$ cat config.mk
export PLATFORM = sky130hd
export DESIGN_NAME = pipe_elastic_chain
export DESIGN_NICKNAME = d
export VERILOG_FILES = /design/src/rtl/pipe_elastic_chain.sv
export SDC_FILE = /design/constraint.sdc
export NUM_CORES = 1
export LEC_CHECK = 0
export BUFFER_PORTS_ARGS = -buffer_cell sky130_fd_sc_hd__buf_2
export CORE_MARGIN = 2
export CORE_UTILIZATION = 45
export DETAILED_ROUTE_END_ITERATION = 8
export PLACE_DENSITY_LB_ADDON = 0.08
export SETUP_SLACK_MARGIN = 0.15
export SYNTH_ARGS = -nofsm -noshare
export SYNTH_HDL_FRONTEND = slang
export SYNTH_SLANG_ARGS = --single-unit
$ cat constraint.sdc
create_clock -name clock -period 7.1 [get_ports clock]
set_input_delay 0.71 -clock clock [delete_from_list [all_inputs] [get_ports clock]]
set_output_delay 0.71 -clock clock [all_outputs]
set_load 0.005 [all_outputs]
$ cat src/rtl/pipe_elastic_chain.sv
// Elastic chain of DEPTH payload registers with valid/ready backpressure,
// bubble collapse, per-stage kill and saturating stall/kill statistics.
module pipe_elastic_chain #(
    parameter int WIDTH = 32,
    parameter int DEPTH = 4,
    parameter int CNT_W = 16
) (
    input  logic                       clock,
    input  logic                       reset,
    input  logic                       in_valid,
    input  logic [WIDTH-1:0]           in_data,
    output logic                       in_ready,
    output logic                       out_valid,
    output logic [WIDTH-1:0]           out_data,
    input  logic                       out_ready,
    input  logic [DEPTH-1:0]           kill,
    output logic [$clog2(DEPTH+1)-1:0] occupancy,
    output logic [CNT_W-1:0]           stall_cnt,
    output logic [CNT_W-1:0]           kill_cnt
);

    localparam int OCC_W = $clog2(DEPTH+1);
    localparam int SUM_W = CNT_W + 5;

    logic [DEPTH-1:0] v;
    logic [DEPTH-1:0] v_next;
    logic [DEPTH-1:0] live;
    logic [DEPTH-1:0] src_valid;
    logic [DEPTH:0]   rdy;
    logic [WIDTH-1:0] data      [DEPTH];
    logic [WIDTH-1:0] data_next [DEPTH];
    logic [WIDTH-1:0] src_data  [DEPTH];
    logic [OCC_W-1:0] occ_next;
    logic [4:0]       kill_hits;
    logic [SUM_W-1:0] kill_sum;
    logic [CNT_W-1:0] kill_next;
    logic [CNT_W-1:0] stall_next;
    logic             stall_now;

    assign live = v & ~kill;

    // A stage is ready when it is empty/killed or everything below it moves.
    always_comb begin : ready_chain
        logic r;
        r          = out_ready;
        rdy[DEPTH] = out_ready;
        for (int i = DEPTH - 1; i >= 0; i--) begin
            r      = !live[i] || r;
            rdy[i] = r;
        end
    end

    always_comb begin
        src_valid[0] = in_valid;
        src_data[0]  = in_data;
        for (int i = 1; i < DEPTH; i++) begin
            src_valid[i] = live[i-1];
            src_data[i]  = data[i-1];
        end
    end

    // Refill wins over drain, so a killed stage can take its upstream entry.
    always_comb begin
        for (int i = 0; i < DEPTH; i++) begin
            v_next[i]    = v[i];
            data_next[i] = data[i];
            if (src_valid[i] && rdy[i]) begin
                v_next[i]    = 1'b1;
                data_next[i] = src_data[i];
            end else if ((live[i] && rdy[i+1]) || kill[i]) begin
                v_next[i] = 1'b0;
            end
        end
    end

    always_comb begin
        occ_next  = '0;
        kill_hits = '0;
        for (int i = 0; i < DEPTH; i++) begin
            occ_next  = occ_next + OCC_W'(v_next[i]);
            kill_hits = kill_hits + 5'(v[i] & kill[i]);
        end
        kill_sum   = SUM_W'(kill_cnt) + SUM_W'(kill_hits);
        kill_next  = (kill_sum > SUM_W'({CNT_W{1'b1}})) ? {CNT_W{1'b1}} : kill_sum[CNT_W-1:0];
        stall_now  = live[DEPTH-1] && !out_ready;
        stall_next = (stall_now && (stall_cnt != {CNT_W{1'b1}})) ? stall_cnt + CNT_W'(1) : stall_cnt;
    end

    always_ff @(posedge clock) begin
        if (reset) begin
            v         <= '0;
            occupancy <= '0;
            stall_cnt <= '0;
            kill_cnt  <= '0;
            for (int i = 0; i < DEPTH; i++) begin
                data[i] <= '0;
            end
        end else begin
            v         <= v_next;
            occupancy <= occ_next;
            stall_cnt <= stall_next;
            kill_cnt  <= kill_next;
            for (int i = 0; i < DEPTH; i++) begin
                data[i] <= data_next[i];
            end
        end
    end

    assign in_ready  = rdy[0];
    assign out_valid = live[DEPTH-1];
    assign out_data  = data[DEPTH-1];

endmodule

==> results.cfg <==
[run_status]
status = finished clean

[global_route]
grt_use_total_pct = 19.98
grt_pass1_wl_um = 23820
grt_overflow = 0
grt_pass1_vias = 4865
grt_start_max_net_pins = 103
antenna_found_initial = 0

[die]
start_util_pct = 46.22
ioPinCount = 109
num_rows = 43
dieArea_um2 = 15290
core_um2 = 13930
die_w_um = 123.6
fp.dieH_um = 123.6

[pwr]
p_leak_nw = 3.014
power_density_nw_per_um2 = 248.9
power_mw = 1.907
ir_drop_mv = 0.1497

[logic_synthesis]
postSynthAreaPerCell_um2 = 9.085
syn_nets = 757
seq_area_frac_synth_pct = 51.90
async_flop_share_pct = 0
synthFlopType = dfxtp_1
synth_cell_types = 45
synth_edf_count = 0
ys_ff_latch = 167
synthCells = 709
synth_warnings = 0
syn-cell-area_um2 = 6441

[detailed_routing]
drtIter0Drc = 402
dr_total_vias = 5172
drt-vias-per-instance = 5.214
ant_nets = 0
post_drt_wl_per_cell_um = 14.79
dr.pass1.iters = 4
wirelength_um = 14670
route.detailed.drc = 0

[cts]
post_cts_resized = 0
cts_root_buf = clkbuf_16
clock_sinks = 167
clkLatencyLatePin_ns = 0.43
post-cts-setup-buffer-count = 0
cts_hold_buf = 0
clkTransAtPathRegs_ns = 0.06
numCtsBuffers = 17
tritoncts = done
clock_path_buffers = 2
htree_num_levels = 4

[timing]
hold_viol_final = 0
slew_violations = 0
tightest_slew_ns = 1.167
finalSetupViolCount = 0
setup_tns_ns = 0
skew_ns = 0.008898
fin_crit_sh_pct = 37.74
rsz0062_at_grt = no
slew_headroom_pct = 22.02
period_minus_slack_ns = 2.680
fmax_mhz = 373.2

[worst_setup_path]
ff2ff_setup_slack_ns = 4.42
cp.required_ns = 7.45
cp_data_arrival_time_ns = 3.03
endpoint = kill_cnt[0]
crit_start = v[2]
max_stage_delay_ns = 0.47
crit-reg2reg-launch = v[2]
worstPathMaxFanout = 13
startpoint_type = register
path_common_cell = fa_1
path_class = register to register
r2r_cells = 9
worstSetupEndpointType = register
crit_chain = nand2_1, fa_1, fa_1, inv_1, fa_1, nand2_1, nor2_1, nand3_1, a21oi_1
slowest_stage = fa_1
timing.rr.end = kill_cnt[0]

[cells_and_area]
fillers = 1283
area_growth_syn_to_layout_pct = 18.94
diodes = 0
final_nets = 851
drive_gt1_share_pct = 18.72

[placed_design]
numPortBuffers = 108
hpwl_um = 9610
gp_congestion = 0.8485

[worst_hold_path]
hold_class = register to register
holdCritStartpoint = data[3][27]

[run]
maxCapViolations = 0
[sequential cells by signal, summed over array words and instances, names as in the netlist]
signal,count
data,128
kill_cnt,16
stall_cnt,16
v,4
occupancy,3
[kinds of logic after synthesis]
| group | count (synthesis) | synth area share (%) |
|---|---|---|
| xor gates and xnor gates | 11 | 1.496 |
| DFF | 167 | 51.90 |
| muxes | 71 | 11.15 |
| buffers and inverters | 45 | 2.992 |
| adders and majority gates | 8 | 2.020 |
| AOI/OAI and AO/OA | 118 | 10.45 |
| and+or+nand+nor | 289 | 19.99 |
[how the worst min path moves through the flow]
stage,end,slack [ns],depth (start not counted)
3_3_place_gp,data[3][20],0.44,2
5_1_grt,data[3][13],0.47,2
3_5_place_dp,data[3][27],0.44,2
6_report,data[3][27],0.45,2
2_1_floorplan,data[3][0],0.43,2
4_1_cts,data[3][27],0.45,2
[cells in the final DEF (no fill, tap or decap), types with 5 or more instances in the layout]
master     netlist  routed
o21ai_0          5       5
dfxtp_1        167     167
inv_1            6       6
clkbuf_8         0       5
mux2_2           5       5
buf_4            3       7
nand2_1        148     148
nand3_1         11      11
a21oi_1         91      90
clkbuf_16        0      17
xnor2_1          5       5
nand4_1          6       6
xor2_1           6       6
nor2_1          74      73
or4_1            6       6
buf_2           10     107
nor3_1           6       6
nor2b_1         14      14
mux2i_1         65      65
[layout make-up]
type	instances	area (µm²)	area share, %
well taps	180	225.2	2.940
inverters	6	22.52	0.2940
multi-input cells	497	2934	38.30
repair buffers	114	588.1	7.676
clock buffers	25	505.5	6.598
flip-flops and latches	167	3343	43.64
clock inverters	3	42.54	0.5553
[synth_stat cells, drive strengths merged (2+ instances only)]
library cell / number / share of area, %
ha: 4 / 0.78
fa: 4 / 1.2
nor2b: 14 / 1.4
o41ai: 3 / 0.41
and3: 4 / 0.39
a21oi: 91 / 7.1
nand4: 7 / 0.91
or4: 6 / 0.70
buf: 15 / 1.2
a211oi: 3 / 0.35
nor4: 2 / 0.19
a31oi: 4 / 0.39
dfxtp: 167 / 52
nand2b: 4 / 0.39
xnor2: 5 / 0.68
nor3: 6 / 0.47
nand2: 148 / 8.6
nand3: 12 / 1.0
nor2: 74 / 4.3
o21ai: 5 / 0.39
mux2i: 65 / 10
mux2: 6 / 1.0
o211ai: 2 / 0.23
xor2: 6 / 0.82
and2: 3 / 0.29
and4: 4 / 0.54
o31ai: 4 / 0.68
or3: 2 / 0.19
clkbuf: 24 / 1.4
inv: 6 / 0.35
[power by group]
part | internal [mW] | switching, mW | leakage, nW | total [mW]
Clock | 0.521 | 0.354 | 0.267 | 0.875
Sequential | 0.952 | 0.00760 | 1.35 | 0.959
Combinational | 0.0267 | 0.0455 | 1.39 | 0.0722
Total | 1.50 | 0.407 | 3.01 | 1.91
[layer usage]
metal	GRT usage, %	share of wire (%)	up-vias
li1	-	-	2596
met1	26.26	47	2438
met2	31.80	47	122
met3	4.670	4.5	16
met4	7.955	1.5	0
met5	0	0	-
[per-stage QoR]
step / hold WS, ns / utilization (%) / std cells / setup slack (ns) / cell area [µm²]
after floorplan: 0.4312 / - / 709 / 4.239 / 6441
after global placement: 0.4374 / 51.05 / 964 / 4.034 / 7113
after detailed placement: 0.4436 / 51.05 / 964 / 3.999 / 7113
after CTS: 0.4518 / 54.98 / 992 / 4.434 / 7661
after global routing: 0.4683 / 54.98 / 992 / 4.208 / 7661
final: 0.4489 / 54.98 / 992 / 4.420 / 7661
[critical path, delay by kind of cell (launching register included)]
family          cells  cell delay (ns)
fa+ha+maj           3             1.21
flops               1             0.40
buf+inv             1             0.08
simple gates        4             0.65
compound gates      1             0.28
(Power assumes the default switching activity.)
